<file path="config.mk">
export PLATFORM = sky130hd
export DESIGN_NAME = ps2_rx
export DESIGN_NICKNAME = d
export VERILOG_FILES = /design/src/rtl/ps2_rx.sv
export SDC_FILE = /design/constraint.sdc
export NUM_CORES = 1
export LEC_CHECK = 0
export BUFFER_PORTS_ARGS = -buffer_cell sky130_fd_sc_hd__buf_2
export CORE_ASPECT_RATIO = 0.75
export CORE_MARGIN = 2
export CORE_UTILIZATION = 50
export DETAILED_ROUTE_END_ITERATION = 12
export PLACE_DENSITY = 0.78
export SLEW_MARGIN = 20
export SYNTH_ARGS = -nofsm -noshare
export SYNTH_HDL_FRONTEND = slang
export SYNTH_SLANG_ARGS = --single-unit
</file>
<file path="constraint.sdc">
create_clock -name clk -period 1.8 [get_ports clk]
set_input_delay 0.27 -clock clk [delete_from_list [all_inputs] [get_ports clk]]
set_output_delay 0.27 -clock clk [all_outputs]
set_load 0.02 [all_outputs]
</file>
<file path="src/rtl/ps2_rx.sv">
// PS/2 device-to-host receiver.
// Raw ps_clk/ps_data are synchronized, ps_clk is glitch-filtered, and frames
// (start, 8 data bits LSB first, odd parity, stop) are assembled on filtered
// falling edges. Good bytes feed a scan-code decoder that tracks E0 and F0
// prefixes and emits one key event per non-prefix byte.
module ps2_rx #(
    parameter int FILTER_LEN     = 8,
    parameter int TIMEOUT_CYCLES = 50000
) (
    input  logic       clk,
    input  logic       resetn,
    input  logic       ps_clk,
    input  logic       ps_data,
    output logic [7:0] rx_data,
    output logic       rx_valid,
    output logic       rx_err,
    output logic [7:0] key_code,
    output logic       key_valid,
    output logic       key_break,
    output logic       key_ext,
    output logic       busy
);

    localparam int FCW = $clog2(FILTER_LEN + 1);
    localparam int TCW = $clog2(TIMEOUT_CYCLES + 1);

    // Filter toggles once the mismatch has persisted FILTER_LEN cycles.
    localparam logic [FCW-1:0] FCNT_LAST = FCW'(FILTER_LEN - 1);
    // The timeout counter holds cycles elapsed since the last fall; testing
    // it one short of the limit lets the registered rx_err land exactly
    // TIMEOUT_CYCLES-1 cycles after that fall.
    localparam logic [TCW-1:0] TO_LAST   = TCW'(TIMEOUT_CYCLES - 2);

    localparam logic [7:0] CODE_EXT = 8'hE0;
    localparam logic [7:0] CODE_BRK = 8'hF0;

    typedef enum logic [1:0] {
        ST_IDLE   = 2'd0,
        ST_DATA   = 2'd1,
        ST_PARITY = 2'd2,
        ST_STOP   = 2'd3
    } state_t;

    // Odd parity holds when data plus parity bit carry an odd number of ones.
    function automatic logic odd_parity_ok(input logic [7:0] data, input logic par);
        return ^{data, par};
    endfunction

    // Front end: synchronizers, filter and fall detection
    logic           sclk1_q, sclk1_d;
    logic           sclk2_q, sclk2_d;
    logic           sdat1_q, sdat1_d;
    logic           sdat2_q, sdat2_d;
    logic           filt_q, filt_d;
    logic [FCW-1:0] fcnt_q, fcnt_d;
    logic           fall_q, fall_d;

    // Frame assembly
    state_t         state_q, state_d;
    logic [2:0]     bit_cnt_q, bit_cnt_d;
    logic [7:0]     shift_q, shift_d;
    logic           par_q, par_d;
    logic [TCW-1:0] to_q, to_d;
    logic [7:0]     rx_data_q, rx_data_d;
    logic           rx_valid_q, rx_valid_d;
    logic           rx_err_q, rx_err_d;
    logic           busy_q, busy_d;

    // Decoder
    logic           ext_pend_q, ext_pend_d;
    logic           brk_pend_q, brk_pend_d;
    logic [7:0]     key_code_q, key_code_d;
    logic           key_valid_q, key_valid_d;
    logic           key_break_q, key_break_d;
    logic           key_ext_q, key_ext_d;

    // Next-state for synchronizers and the ps_clk glitch filter
    always_comb begin
        sclk1_d = ps_clk;
        sclk2_d = sclk1_q;
        sdat1_d = ps_data;
        sdat2_d = sdat1_q;
        filt_d  = filt_q;
        fcnt_d  = '0;
        fall_d  = 1'b0;
        if (sclk2_q != filt_q) begin
            if (fcnt_q == FCNT_LAST) begin
                filt_d = ~filt_q;
                fcnt_d = '0;
                fall_d = filt_q;
            end else begin
                fcnt_d = fcnt_q + FCW'(1);
            end
        end else begin
            fcnt_d = '0;
        end
    end

    // Front-end registers; idle-high lines reset to 1
    always_ff @(posedge clk or negedge resetn) begin
        if (!resetn) begin
            sclk1_q <= 1'b1;
            sclk2_q <= 1'b1;
            sdat1_q <= 1'b1;
            sdat2_q <= 1'b1;
            filt_q  <= 1'b1;
            fcnt_q  <= '0;
            fall_q  <= 1'b0;
        end else begin
            sclk1_q <= sclk1_d;
            sclk2_q <= sclk2_d;
            sdat1_q <= sdat1_d;
            sdat2_q <= sdat2_d;
            filt_q  <= filt_d;
            fcnt_q  <= fcnt_d;
            fall_q  <= fall_d;
        end
    end

    // Frame FSM next-state, frame check and timeout supervision
    always_comb begin
        state_d    = state_q;
        bit_cnt_d  = bit_cnt_q;
        shift_d    = shift_q;
        par_d      = par_q;
        rx_data_d  = rx_data_q;
        rx_valid_d = 1'b0;
        rx_err_d   = 1'b0;
        to_d       = to_q;

        case (state_q)
            ST_IDLE: begin
                bit_cnt_d = 3'd0;
                if (fall_q) begin
                    if (!sdat2_q) begin
                        state_d = ST_DATA;
                    end else begin
                        rx_err_d = 1'b1;
                    end
                end else begin
                    state_d = ST_IDLE;
                end
            end
            ST_DATA: begin
                if (fall_q) begin
                    shift_d = {sdat2_q, shift_q[7:1]};
                    if (bit_cnt_q == 3'd7) begin
                        state_d = ST_PARITY;
                    end else begin
                        bit_cnt_d = bit_cnt_q + 3'd1;
                    end
                end else begin
                    state_d = ST_DATA;
                end
            end
            ST_PARITY: begin
                if (fall_q) begin
                    par_d   = sdat2_q;
                    state_d = ST_STOP;
                end else begin
                    state_d = ST_PARITY;
                end
            end
            ST_STOP: begin
                if (fall_q) begin
                    state_d = ST_IDLE;
                    if (sdat2_q && odd_parity_ok(shift_q, par_q)) begin
                        rx_data_d  = shift_q;
                        rx_valid_d = 1'b1;
                    end else begin
                        rx_err_d = 1'b1;
                    end
                end else begin
                    state_d = ST_STOP;
                end
            end
            default: begin
                state_d = ST_IDLE;
            end
        endcase

        // A fall always restarts the count, so it beats a coincident timeout.
        if (fall_q) begin
            to_d = TCW'(1);
        end else if (state_q == ST_IDLE) begin
            to_d = '0;
        end else if (to_q == TO_LAST) begin
            to_d       = '0;
            state_d    = ST_IDLE;
            rx_err_d   = 1'b1;
            rx_valid_d = 1'b0;
        end else begin
            to_d = to_q + TCW'(1);
        end

        busy_d = (state_d != ST_IDLE);
    end

    // Frame FSM state and registered receiver outputs
    always_ff @(posedge clk or negedge resetn) begin
        if (!resetn) begin
            state_q    <= ST_IDLE;
            bit_cnt_q  <= 3'd0;
            shift_q    <= 8'd0;
            par_q      <= 1'b0;
            to_q       <= '0;
            rx_data_q  <= 8'd0;
            rx_valid_q <= 1'b0;
            rx_err_q   <= 1'b0;
            busy_q     <= 1'b0;
        end else begin
            state_q    <= state_d;
            bit_cnt_q  <= bit_cnt_d;
            shift_q    <= shift_d;
            par_q      <= par_d;
            to_q       <= to_d;
            rx_data_q  <= rx_data_d;
            rx_valid_q <= rx_valid_d;
            rx_err_q   <= rx_err_d;
            busy_q     <= busy_d;
        end
    end

    // Scan-code decoder: collect prefixes, emit one event per key byte
    always_comb begin
        ext_pend_d  = ext_pend_q;
        brk_pend_d  = brk_pend_q;
        key_code_d  = key_code_q;
        key_break_d = key_break_q;
        key_ext_d   = key_ext_q;
        key_valid_d = 1'b0;
        if (rx_valid_q) begin
            if (rx_data_q == CODE_EXT) begin
                ext_pend_d = 1'b1;
            end else if (rx_data_q == CODE_BRK) begin
                brk_pend_d = 1'b1;
            end else begin
                key_code_d  = rx_data_q;
                key_break_d = brk_pend_q;
                key_ext_d   = ext_pend_q;
                key_valid_d = 1'b1;
                ext_pend_d  = 1'b0;
                brk_pend_d  = 1'b0;
            end
        end else if (rx_err_q) begin
            ext_pend_d = 1'b0;
            brk_pend_d = 1'b0;
        end else begin
            key_valid_d = 1'b0;
        end
    end

    // Decoder registers
    always_ff @(posedge clk or negedge resetn) begin
        if (!resetn) begin
            ext_pend_q  <= 1'b0;
            brk_pend_q  <= 1'b0;
            key_code_q  <= 8'd0;
            key_valid_q <= 1'b0;
            key_break_q <= 1'b0;
            key_ext_q   <= 1'b0;
        end else begin
            ext_pend_q  <= ext_pend_d;
            brk_pend_q  <= brk_pend_d;
            key_code_q  <= key_code_d;
            key_valid_q <= key_valid_d;
            key_break_q <= key_break_d;
            key_ext_q   <= key_ext_d;
        end
    end

    assign rx_data   = rx_data_q;
    assign rx_valid  = rx_valid_q;
    assign rx_err    = rx_err_q;
    assign key_code  = key_code_q;
    assign key_valid = key_valid_q;
    assign key_break = key_break_q;
    assign key_ext   = key_ext_q;
    assign busy      = busy_q;

endmodule

</file>
After elaboration in Yosys (flattened, before gate mapping)
Index checks and enable logic that the tools add are counted.
- bits of input ports: 4
- bits in registers: 64
- output and inout port bits: 22
- word-level logic and storage cells: 99
- eq/ne operators: 13
- multiplexer cells: 44
- $add $sub $neg: 3
- reductions and logical operators: 14
- bitwise logic cells: 3
- operators with widths (cell ; number):
    16-bit 2-to-1 mux ; 3
    1-bit 2-to-1 mux ; 26
    16-bit by 1-bit adder with 16-bit output, second input constant ; 1
    16-bit == test, second input constant ; 1
    8-bit == test, second input constant ; 2
    2-bit 2-to-1 mux ; 8
    2-bit AND reduction ; 5
    3-bit AND reduction ; 3
    9-bit XOR reduction ; 1
    4-bit 2-to-1 mux ; 2
    2-bit one-hot mux with 4 select lines ; 1
    3-bit 2-to-1 mux ; 2
    2-bit != test, second input constant ; 3
    3-bit one-hot mux with 2 select lines ; 1
    2-bit nonzero test ; 3
    4-bit by 1-bit adder with 4-bit output, second input constant ; 1
    2-bit == test, second input constant ; 2
    4-bit by 3-bit == test with 1-bit output, second input constant ; 1
    3-bit by 1-bit adder with 3-bit output, second input constant ; 1
    3-bit == test, second input constant ; 1
    3-bit != test, second input constant ; 1
    1-bit inverter ; 3
    2-bit by 1-bit == test with 1-bit output, second input constant ; 1
    2-bit zero test ; 1
    other kinds (3) ; 3

Depth between registers and ports, before layout
Gate-level depths: netlist (run 1).
- depth after elaboration: 8
- gate-level depth with buffers: 7
- mapped depth without buffers: 6

Worst setup path after synthesis (run 1)
Ideal clock, no wire load.
- kind: register to register
- start point: register to_q[7]
- end point: register to_q[9]
- period minus slack after synthesis: 1.897 ns
- slack: -0.097 ns
- setup time: 0.119 ns
- stages on the path, launching flop included: 6
- data arrival time: 1.778 ns
- required time: 1.681 ns
- cell sequence: dfrtp_1 -> or4_1 -> or4_4 -> nand2b_2 -> buf_4 -> nor2_1
- cells in the longest elaborated chain, start to end: 4
- elaborated cells on any way between the ends: 5
- those cells by class: add/sub (1); eq/ne (1); mux (3)
- ends and longest elaborated chain (what ; line ; text):
    start: declaration ; 63 ; logic [TCW-1:0] to_q, to_d;
    start signal: assignment ; 216 ; to_q <= to_d;
    16-bit by 1-bit adder with 16-bit output or 16-bit == test (tied branches) ; 193, 187 ;
    16-bit 2-to-1 mux (*) ; 187 ; end else if (to_q == TO_LAST) begin
    16-bit 2-to-1 mux (*) ; 185 ; end else if (state_q == ST_IDLE) begin
    16-bit 2-to-1 mux (*) ; 183 ; if (fall_q) begin
    named net to_d[9] ; 63 ;
Mark *: on every way through the listed nets, which the timed path passes. The rest lies on a longest branch.
A chain may end at the register's enable or synchronous reset.

Final worst setup path (run 1)
- start point: register to_q[15]
- end point: register rx_err_q (netlist: rx_err)
- cells in the longest elaborated chain, start to end: 4
- ends and longest elaborated chain (what ; line ; text):
    16-bit == test ; 187 ;
    1-bit 2-to-1 mux ; 187 ;
    1-bit 2-to-1 mux ; 185 ;
    1-bit 2-to-1 mux ; 183 ;
    named net rx_err_d ; 66 ; logic rx_err_q, rx_err_d;
    end signal: assignment ; 219 ; rx_err_q <= rx_err_d;
    end: declaration ; 66 ;
The timed path passes the listed nets, and every way through them passes these cells.

==> reports/qor.yml, run 1 <==
run_status:
  result_of_the_run: "complete, but fails checks"
  violations: "negative setup slack"
finish:
  stdcell_count: 386
  seqCellArea_um2: 1610
  synthToLayoutAreaGrowth_pct: 23.3
  finalCoreUtilization_pct: 62.8
  proportion_of_layout_cells_with_a_drive_suffix_above_1_pct: 36.7
  nNetsFinal: 316
  insertedDiodeCount: 0
  multi_input_area_um2: 1300
  mostFrequentLayoutCells: "sky130_fd_sc_hd__dfrtp_1 (59), sky130_fd_sc_hd__buf_4 (29), sky130_fd_sc_hd__buf_2 (25)"
  layout_commonest_cell: "sky130_fd_sc_hd__dfrtp_1"
  n_fill_cell: 436
yosys:
  synth_edf_count: 0
  netlist_top_cells_area: "sky130_fd_sc_hd__dfrtp_1 (50%), sky130_fd_sc_hd__mux2_2 (11%), sky130_fd_sc_hd__dfstp_2 (4.5%), sky130_fd_sc_hd__ha_1 (3.9%), sky130_fd_sc_hd__xnor2_1 (3.6%)"
  synth_sequential_area_ratio_pct: 55.0
  synth-main-ff-cell: "sky130_fd_sc_hd__dfrtp_1"
  synth-seq-cells: 64
  syn-cell-area_um2: 2920
  yosys_warnings: 0
  async_reset_ff_share_pct: 100
  synth_top_area_share_pct: 50.5
  post-synth-top-area-cell: "sky130_fd_sc_hd__dfrtp_1"
  synth.avg_cell_area_um2: 12.2
  synth_fp_nets: 252
  synth_instances: 239
  synth.distinct_cells: 44
floorplan:
  std_cell_rows: 24
  die_area_um2: 6480
  floorplan.io_pins: 26
  chipHeight_um: 70.2
  dieWidth_um: 92.3
  placeableCoreArea_um2: 5740
  initial_core_util_pct: 51.0
drt:
  vias_per_cell: 5.18
  detail_route.drc_violations: 0
  wl_per_cell_um: 14.5
  vias: 2000
  drt-initial-drc-count: 121
  postRouteAntennaNets: 0
  totalWireLength_mm: 5.62
  drt-pass1-iter-count: 4
clock_tree:
  cts_tree: "done"
  clock_pin_slew_worst_setup_and_hold_paths_ns: 0.06
  clock_sink_count: 64
  clkLatencyLatePin_ns: 0.34
  clock_path_buffers: 2
  cts_root_buffer: "sky130_fd_sc_hd__clkbuf_8"
  cts_inserted_buffers: 9
  clock_tree.htree_level_count: 3
sta:
  final_min_period_over_clock_period_pct: 106
  final_critical_path_setup_slack_ns: -0.106
  slew_violations: 0
  worst_pin_slew_ns: 0.375
  setup_viol: 27
  hold_slack_ns: 0.0259
  finalClockSkew_ns: 0.00549
  final_period_minus_worst_setup_slack_ns: 1.91
  max_freq_ghz: 0.525
  timing.final.hold_violations: 0
  rsz0062_at_grt: "true"
  slew_headroom_pct: 74.9
setup_path:
  worst-endpoint-arrival_ns: 2.17
  timing.setup.critical_path_class: "reg2reg"
  worstPathMaxFanout: 5
  cp.required_ns: 2.07
  reg2regPathDepth: 4
  critical_path.startpoint: "to_q[15]"
  cp_launch_type: "flop"
  regToRegStartpoint: "to_q[15]"
  worst_setup_path_end_kind: "flop"
hold_path:
  min-delay-start: "ps_data"
  timing.hold.worst_path_depth: 1
  holdCritPathClass: "in2reg"
global_route:
  globalRoute.totalOverflow: 0
  global_route.usage.total_pct: 19.1
  grt_max_degree: 65
  grt.met3_usage_pct: 6.47
  grt_antenna_before_repair: 0
  first_global_vias: 1972
  globalRoute.busiestLayer: "met1"
  first_pass_grt_wire_length_mm: 9.45
  gr-usage-met2_pct: 27.1
  groute.layer.met1.usage_pct: 27.7
place:
  numPlacedInstances: 368
  detailedPlacementHpwl_mm: 3.88
  weighted_congestion_reported_at_the_end_of_routability_driven_placement: 0.862
  worst_slack_placed_ns: -0.0424
  portBuffers: 25
power_and_ir_drop:
  peakVddDrop_mv: 0.650
  power_density_nw_per_um2: 735
  power.static_leakage_nw: 1.81
flow_run:
  cap_violations: 0
## area by class of cell
class / instances / area share (%)
flip-flops and latches: 64 / 44.6
multi-input cells: 159 / 36.2
repair buffers: 57 / 10.9
clock buffers: 12 / 3.75
well taps: 78 / 2.71
inverters: 12 / 1.25
clock inverters: 4 / 0.625
## layer usage
layer / share of wire, % / wire, um
met4: 0.85 / 48
met5: 0 / 0
met2: 47 / 2610
met1: 49 / 2740
met3: 3.8 / 212
## path summary, 6_finish.rpt
kind / to / slack, ns
max: rx_err / -0.11
min: sdat1_q / 0.03
max reg2reg: rx_err / -0.11
min reg2reg: sdat2_q / 0.35
max in group asynchronous: filt_q / 1.01
min in group asynchronous: key_code[5] / 0.47
## what timing repair did
action                                  4_1_cts  5_1_grt
endpoints found under the hold margin        59        0
endpoints found under the setup margin       28       36
hold buffers                                  1        0
setup buffers                                 1        0
pin swaps                                     6        1
resized for setup                             5        7
gates cloned                                  0        0
## flip-flops by register name, indices dropped and copies added, names as in the netlist, 2 cells and up
register / cells
shift_q: 8
key_code: 8
fcnt_q: 4
to_q: 16
bit_cnt_q: 3
rx_data: 8
state_q: 2
## metrics by stage
stage	setup TNS, ns	area (um2)	total power [mW]
floorplan	-0.124	2940	1.61
global placement	-0.0319	3380	1.66
detailed placement	-0.511	3380	1.67
CTS	-0.938	3580	2.68
global route	-2.68	3600	2.77
finish	-1.21	3600	2.65
## power breakdown
| group | total (mW) | leakage [nW] | switching [mW] | internal (mW) |
|---|---|---|---|---|
| registers | 1.52 | 0.875 | 0.0305 | 1.49 |
| logic | 0.126 | 0.859 | 0.0703 | 0.0556 |
| clock network | 1.00 | 0.0801 | 0.509 | 0.493 |
## Yosys cell counts (2+ instances only)
library cell                number
sky130_fd_sc_hd__o211a_1         2
sky130_fd_sc_hd__nand2b_1        4
sky130_fd_sc_hd__nand3_1        11
sky130_fd_sc_hd__xor2_1          7
sky130_fd_sc_hd__or4_1           2
sky130_fd_sc_hd__nand2_1        10
sky130_fd_sc_hd__xnor2_1        12
sky130_fd_sc_hd__a22o_1          2
sky130_fd_sc_hd__dfrtp_1        59
sky130_fd_sc_hd__inv_1          12
sky130_fd_sc_hd__mux2_2         29
sky130_fd_sc_hd__or3_1           2
sky130_fd_sc_hd__nand4b_1        2
sky130_fd_sc_hd__nand4_1         3
sky130_fd_sc_hd__dfstp_2         5
sky130_fd_sc_hd__nor3b_1         2
sky130_fd_sc_hd__o32a_1          2
sky130_fd_sc_hd__nor2b_1         3
sky130_fd_sc_hd__or2_2           2
sky130_fd_sc_hd__a21oi_1         4
sky130_fd_sc_hd__nor3_1          3
sky130_fd_sc_hd__ha_1            9
sky130_fd_sc_hd__nor4_1          4
sky130_fd_sc_hd__clkbuf_1        3
sky130_fd_sc_hd__a2bb2oi_1       2
sky130_fd_sc_hd__o21ai_0         5
sky130_fd_sc_hd__nor2_1         21
## critical path, cell delays in order, from the launching register on
cell and delay [ns]:
sky130_fd_sc_hd__dfrtp_1 0.39, sky130_fd_sc_hd__or4bb_1 0.50, sky130_fd_sc_hd__or4_4 0.59, sky130_fd_sc_hd__o211a_1 0.25, sky130_fd_sc_hd__a21oi_2 0.11
## cells by family after synthesis
logic type,count (synthesis),share of synthesized area [%]
AND/OR/NAND/NOR,75,13.7
flip-flops,64,55.0
multiplexers,30,11.9
AO/OA/AOI/OAI,24,6.08
XOR/XNOR,21,7.27
buffers and inverters,16,2.18
adder cells (fa/ha/maj),9,3.85
(Power assumes the default switching activity.)
==> inputs of run 2 (changes only) <==
--- a/config.mk
+++ b/config.mk
@@ -5,12 +5,13 @@
 export SDC_FILE = /design/constraint.sdc
 export NUM_CORES = 1
 export LEC_CHECK = 0
+export ABC_AREA = 1
 export BUFFER_PORTS_ARGS = -buffer_cell sky130_fd_sc_hd__buf_2
 export CORE_ASPECT_RATIO = 0.75
 export CORE_MARGIN = 2
-export CORE_UTILIZATION = 50
+export CORE_UTILIZATION = 53
 export DETAILED_ROUTE_END_ITERATION = 12
-export PLACE_DENSITY = 0.78
+export PLACE_DENSITY = 0.82
 export SLEW_MARGIN = 20
 export SYNTH_ARGS = -nofsm -noshare
 export SYNTH_HDL_FRONTEND = slang
==> run 2 against run 1 <==
- worst setup slack better by 0.29 ns
- critical path type unchanged
- power is 6.4% higher
- clock skew is 0.0027 ns higher
- fmax is 18% higher
- global-route usage is 2.2 points higher
- the run now ends clean
- largest power group unchanged
- die area is 0.57% higher
- clock-buffer cell count is 1 lower
- final area is 0.87% lower
- utilization is 0.55 points lower
- synthesized cell count is 57% higher
- sequential power hardly changed
==> reports/qor.yml, run 2 <==
yosys:
  synth_instances: 376
  synth_fp_nets: 389
  syn-cell-area_um2: 3120
  synth.avg_cell_area_um2: 8.29
  async_reset_ff_share_pct: 100
  yosys_warnings: 0
  synth.distinct_cells: 33
  synth_top_cells_by_count: "sky130_fd_sc_hd__nand2_1 (110), sky130_fd_sc_hd__dfrtp_1 (59), sky130_fd_sc_hd__inv_1 (57)"
  netlist_top_cells_area: "sky130_fd_sc_hd__dfrtp_1 (47%), sky130_fd_sc_hd__nand2_1 (13%), sky130_fd_sc_hd__inv_1 (6.9%), sky130_fd_sc_hd__dfstp_2 (4.2%), sky130_fd_sc_hd__o21ai_0 (4.0%)"
  synth-main-ff-cell: "sky130_fd_sc_hd__dfrtp_1"
  synth_top_area_share_pct: 47.4
  synth_edf_count: 0
  synth_sequential_area_ratio_pct: 51.6
  synthMostInstantiatedCell: "sky130_fd_sc_hd__nand2_1"
  post-synth-top-area-cell: "sky130_fd_sc_hd__dfrtp_1"
  synth-seq-cells: 64
finish:
  largest_reg_flops: 16
  registers.top_by_ff_count: "to_q"
  seqCellArea_um2: 1610
  final_cell_area_um2: 3570
  insertedDiodeCount: 0
  mostFrequentLayoutCells: "sky130_fd_sc_hd__nand2_1 (110), sky130_fd_sc_hd__dfrtp_1 (59), sky130_fd_sc_hd__inv_1 (57)"
  finalCoreUtilization_pct: 62.3
  n_fill_cell: 485
  nNetsFinal: 428
  layout_commonest_cell: "sky130_fd_sc_hd__nand2_1"
  proportion_of_layout_cells_with_a_drive_suffix_above_1_pct: 16.9
  multi_input_area_um2: 1260
  synthToLayoutAreaGrowth_pct: 14.6
clock_tree:
  clkLatencyLatePin_ns: 0.34
  clock_path_buffers: 2
  post_cts_resize_count: 0
  clock_tree.htree_level_count: 3
  cts_tree: "done"
  cts_root_buffer: "sky130_fd_sc_hd__clkbuf_8"
  cts_inserted_buffers: 9
  cts_post_setup_buffers_inserted: 0
  clock_sink_count: 64
  clock_pin_slew_worst_setup_and_hold_paths_ns: 0.06
place:
  placed_cell_area_um2: 3380
  portBuffers: 25
  detailedPlacementHpwl_mm: 4.47
  weighted_congestion_reported_at_the_end_of_routability_driven_placement: 0.873
power_and_ir_drop:
  power_switching_uw: 619
  power.static_leakage_nw: 1.83
  share_comb_of_total_power_pct: 4.6
  power.clock.fraction_pct: 41.6
  power_switching_share_pct: 22.0
  register_share_of_total_power_pct: 53.8
  p_int_mw: 2.20
  peakVddDrop_mv: 0.950
  power_density_nw_per_um2: 789
setup_path:
  cp_launch_type: "flop"
  reg2regPathDepth: 8
  cp.required_ns: 2.02
  worst-endpoint-arrival_ns: 1.84
  timing.setup.critical_path_class: "reg2reg"
  worstPathMaxFanout: 5
  worst_setup_path_end_kind: "flop"
flow_run:
  cap_violations: 0
drt:
  vias_per_cell: 5.13
  drt-pass1-iter-count: 4
  postRouteAntennaNets: 0
  detail_route.drc_violations: 0
  drt-initial-drc-count: 174
  totalWireLength_mm: 6.17
  wl_per_cell_um: 12.4
  vias: 2549
sta:
  final_period_minus_worst_setup_slack_ns: 1.61
  timing.final.hold_violations: 0
  rsz0062_at_grt: "false"
  slew_violations: 0
  final_total_negative_setup_slack_ns: 0
  finalClockSkew_ns: 0.00820
  setup_viol: 0
  slew_headroom_pct: 72.7
  final_min_period_over_clock_period_pct: 89.5
  worst_pin_slew_ns: 0.410
  max_freq_ghz: 0.621
hold_path:
  holdCritPathClass: "in2reg"
  timing.hold.worst_path_depth: 1
floorplan:
  chipHeight_um: 70.4
  initial_core_util_pct: 54.4
  placeableCoreArea_um2: 5740
  floorplan.io_pins: 26
  std_cell_rows: 24
  dieWidth_um: 92.6
  die_area_um2: 6520
run_status:
  result_of_the_run: "finished, final reports clean"
global_route:
  grt_antenna_before_repair: 0
  first_global_vias: 2356
  first_pass_grt_wire_length_mm: 10.7
  global_route.usage.total_pct: 21.3
  globalRoute.totalOverflow: 0
  grt_max_degree: 65
[run 2: changes by cell type in the layout (fill, tap and decap cells not counted), moves of 5 or more]
cell,change
sky130_fd_sc_hd__nand3_1,+10
sky130_fd_sc_hd__mux2_2,-21
sky130_fd_sc_hd__mux2_4,-8
sky130_fd_sc_hd__buf_4,-24
sky130_fd_sc_hd__nand2_1,+101
sky130_fd_sc_hd__nor2_1,+7
sky130_fd_sc_hd__xor2_1,-5
sky130_fd_sc_hd__nand2_2,+6
sky130_fd_sc_hd__a21oi_1,+5
sky130_fd_sc_hd__o21ai_0,+20
sky130_fd_sc_hd__xnor2_1,-10
sky130_fd_sc_hd__inv_1,+45
[run 2: metal layers]
layer | part of all wire [%] | GRT usage (%) | wire [um]
met1 | 46 | 28.9 | 2860
met2 | 47 | 32.7 | 2930
met3 | 5.1 | 7.34 | 312
met4 | 1.2 | 5.80 | 75
met5 | 0 | 0 | 0
[run 2: power by group through the flow]
stage / Clock, mW / Sequential (mW) / Combinational (mW)
after floorplan: 0 / 1.54 / 0.0733
after global placement: 0 / 1.54 / 0.119
after global routing: 1.27 / 1.52 / 0.157
final: 1.17 / 1.52 / 0.128
after CTS: 1.20 / 1.52 / 0.134
after detailed placement: 0 / 1.54 / 0.132
[run 2: cells by family (layout without fill, tap and decap cells)]
family / after synthesis / count (layout) / share of synthesized area, %
XOR/XNOR: 4 / 4 / 1.12
buffers and inverters: 64 / 107 / 7.91
AND/OR/NAND/NOR: 194 / 194 / 29.0
flip-flops: 64 / 64 / 51.6
AO/OA/AOI/OAI: 41 / 41 / 6.78
adder cells (fa/ha/maj): 9 / 9 / 3.61
[run 2: stage by stage]
| stage | instances | setup WS [ns] | hold slack, ns | total power, mW |
|---|---|---|---|---|
| global route | 497 | 0.0131 | 0.000588 | 2.95 |
| floorplan | 376 | 0.318 | -0.0256 | 1.61 |
| global placement | 481 | 0.267 | 0.311 | 1.66 |
| detailed placement | 481 | 0.193 | 0.308 | 1.68 |
| finish | 497 | 0.189 | 0.0290 | 2.82 |
| CTS | 497 | 0.198 | 0.0140 | 2.85 |
[run 2: path summary, 6_finish.rpt]
| check | startpoint | endpoint | slack (ns) |
|---|---|---|---|
| worst max-delay path | to_q[0] | to_q[14] | 0.19 |
| worst min-delay path | ps_clk | sclk1_q | 0.03 |
| worst max register to register | to_q[0] | to_q[14] | 0.19 |
| worst min register to register | sdat1_q | sdat2_q | 0.36 |
| max in group asynchronous | resetn | sclk1_q | 1.00 |
| min in group asynchronous | resetn | key_ext | 0.47 |
[run 2: what timing repair did]
| item | CTS | global route |
|---|---|---|
| endpoints found under the hold margin | 59 | 0 |
| setup endpoints to repair | 0 | 0 |
| hold buffers | 1 | 0 |
[run 2: worst max-delay path, stage by stage (launching register included)]
cell and delay, ns:
sky130_fd_sc_hd__dfrtp_1 0.39, sky130_fd_sc_hd__ha_1 0.20, sky130_fd_sc_hd__inv_1 0.07, sky130_fd_sc_hd__nor2_2 0.15, sky130_fd_sc_hd__nand2_2 0.10, sky130_fd_sc_hd__nor4_4 0.27, sky130_fd_sc_hd__nand2_2 0.11, sky130_fd_sc_hd__o21ai_1 0.15
sky130_fd_sc_hd__nor2_1 0.05
[run 2: cell type report]
type / count / area share, %
Clock buffer: 11 / 3.96
Clock inverter: 4 / 1.26
Inverter: 60 / 6.30
Multi-Input combinational cell: 248 / 35.4
Sequential cell: 64 / 45.0
Tap cell: 78 / 2.73
Timing Repair Buffer: 32 / 5.39
==> inputs of run 3 (changes only) <==
--- a/config.mk
+++ b/config.mk
@@ -11,6 +11,7 @@
 export CORE_MARGIN = 2
 export CORE_UTILIZATION = 53
 export DETAILED_ROUTE_END_ITERATION = 12
+export MAX_ROUTING_LAYER = met4
 export PLACE_DENSITY = 0.82
 export SLEW_MARGIN = 20
 export SYNTH_ARGS = -nofsm -noshare
==> run 3 against run 2 <==
- register-to-register slack about the same
- die area is the same
- global-route usage increased by 0.35 points
- first-iteration DRC count rose by 5.2%
- highest routed layer unchanged
- via count rose by 0.16%
==> reports/qor.yml, run 3 (synthesis gave the netlist of run 2 again) <==
run_status:
  result_of_the_run: "finished, final reports clean"
clock_tree:
  clock_pin_slew_worst_setup_and_hold_paths_ns: 0.07
  cts_root_buffer: "sky130_fd_sc_hd__clkbuf_8"
  ctsHoldBuffers: 1
  clock_sink_count: 64
  cts_post_setup_buffers_inserted: 0
  clkLatencyLatePin_ns: 0.34
  post_cts_resize_count: 0
  cts_inserted_buffers: 9
  clock_tree.htree_level_count: 3
  clock_path_buffers: 2
  cts_tree: "done"
drt:
  detail_route.drc_violations: 0
  postRouteAntennaNets: 0
  totalWireLength_mm: 6.26
  vias: 2553
  vias_per_cell: 5.09
  wl_per_cell_um: 12.5
  drt-initial-drc-count: 183
  drt-pass1-iter-count: 5
hold_path:
  holdCritPathClass: "in2reg"
sta:
  worst_pin_slew_ns: 0.509
  max_freq_ghz: 0.615
  final_min_period_over_clock_period_pct: 90.3
  final_total_negative_setup_slack_ns: 0
  rsz0062_at_grt: "false"
  final_period_minus_worst_setup_slack_ns: 1.63
  timing.final.hold_violations: 0
  setup_viol: 0
  slew_headroom_pct: 66.0
  slew_violations: 0
  hold_slack_ns: 0.0249
  finalClockSkew_ns: 0.00763
power_and_ir_drop:
  peakVddDrop_mv: 0.738
  power_density_nw_per_um2: 838
  power.static_leakage_nw: 1.87
setup_path:
  timing.setup.critical_path_class: "reg2reg"
  worst-endpoint-arrival_ns: 1.85
  cp.required_ns: 2.02
  setup.reg_to_reg.worst_slack_ns: 0.17
  reg2regPathDepth: 8
  worstPathMaxFanout: 6
  critical_path.max_stage_delay_ns: 0.39
  cp_launch_type: "flop"
  worst_setup_path_endpoint: "busy"
  critical_path.startpoint: "state_q[1]"
  worst_setup_path_end_kind: "flop"
  cpMaxStageDelayCell: "sky130_fd_sc_hd__dfrtp_1"
  critical_path.reg2reg.endpoint: "busy"
  regToRegStartpoint: "state_q[1]"
  crit_chain: "inv_1, ha_1, nand2_1, nor2_1, nor3b_1, nor2_1, a21oi_1, nand2_1"
floorplan:
  placeableCoreArea_um2: 5740
  floorplan.io_pins: 26
  die_area_um2: 6520
  chipHeight_um: 70.4
  dieWidth_um: 92.6
  std_cell_rows: 24
  initial_core_util_pct: 54.4
global_route:
  grt.met3_usage_pct: 6.47
  globalRoute.busiestLayer: "met2"
  first_pass_grt_wire_length_mm: 10.6
  global_route.usage.total_pct: 21.6
  grt_antenna_before_repair: 0
  first_global_vias: 2397
  grt_max_degree: 22
  gr-usage-met2_pct: 32.0
  groute.layer.met1.usage_pct: 27.7
  globalRoute.totalOverflow: 0
finish:
  proportion_of_layout_cells_with_a_drive_suffix_above_1_pct: 18.2
  nNetsFinal: 432
  mostFrequentLayoutCells: "sky130_fd_sc_hd__nand2_1 (110), sky130_fd_sc_hd__dfrtp_1 (59), sky130_fd_sc_hd__inv_1 (57)"
  layout_commonest_cell: "sky130_fd_sc_hd__nand2_1"
  largest_reg_flops: 16
  registers.top_by_ff_count: "to_q"
  insertedDiodeCount: 0
  stdcell_count: 502
  synthToLayoutAreaGrowth_pct: 17.0
flow_run:
  cap_violations: 0
place:
  weighted_congestion_reported_at_the_end_of_routability_driven_placement: 0.844
  detailedPlacementHpwl_mm: 4.59
  numPlacedInstances: 485
  portBuffers: 25
## run 3: final cells by class
| cell class | instances | area (um2) |
|---|---|---|
| multi-input combinational | 248 | 1260 |
| timing repair buffer | 36 | 223 |
| tap | 78 | 97.6 |
| clock buffer | 11 | 151 |
| fill | 469 | 2090 |
| sequential | 64 | 1610 |
| clock inverter | 5 | 78.8 |
| inverter | 60 | 225 |
## run 3: critical path, delay by kind of cell (launching register included)
| kind | cells | cell delay [ns] |
|---|---|---|
| flops | 1 | 0.39 |
| compound gates | 1 | 0.23 |
| simple gates | 5 | 0.52 |
| buf+inv | 1 | 0.10 |
| fa+ha+maj | 1 | 0.27 |
## run 3: how the worst min path moves through the flow
stage / cells past startpoint / to / slack, ns / startpoint
floorplan: 0 / bit_cnt_q[0] / -0.03 / resetn
global placement: 1 / key_break / 0.26 / resetn
detailed placement: 1 / key_break / 0.26 / resetn
CTS: 1 / sclk1_q / 0.01 / ps_clk
global route: 1 / sclk1_q / 0.007 / ps_clk
finish: 1 / sdat1_q / 0.02 / ps_data
## run 3: metal layers
| metal | wire (um) | up-vias |
|---|---|---|
| li1 | - | 1277 |
| met1 | 2880 | 1193 |
| met2 | 2890 | 68 |
| met3 | 363 | 15 |
| met4 | 124 | 0 |
| met5 | 0 | - |
## run 3: power by group
| part | total, mW | leakage, nW | internal, mW | switching [mW] |
|---|---|---|---|---|
| Clock | 1.41 | 0.119 | 0.853 | 0.554 |
| Sequential | 1.52 | 0.875 | 1.49 | 0.0295 |
| Combinational | 0.131 | 0.876 | 0.0519 | 0.0792 |
| Total | 3.05 | 1.87 | 2.39 | 0.663 |
## run 3: stage by stage
stage	util (%)	setup slack, ns	power (mW)	area (um2)
global placement	59.4	0.217	1.66	3410
floorplan	-	0.318	1.61	3120
CTS	63.6	0.192	3.08	3650
detailed placement	59.4	0.190	1.68	3410
global route	63.6	0.00520	3.16	3650
finish	63.6	0.174	3.05	3650
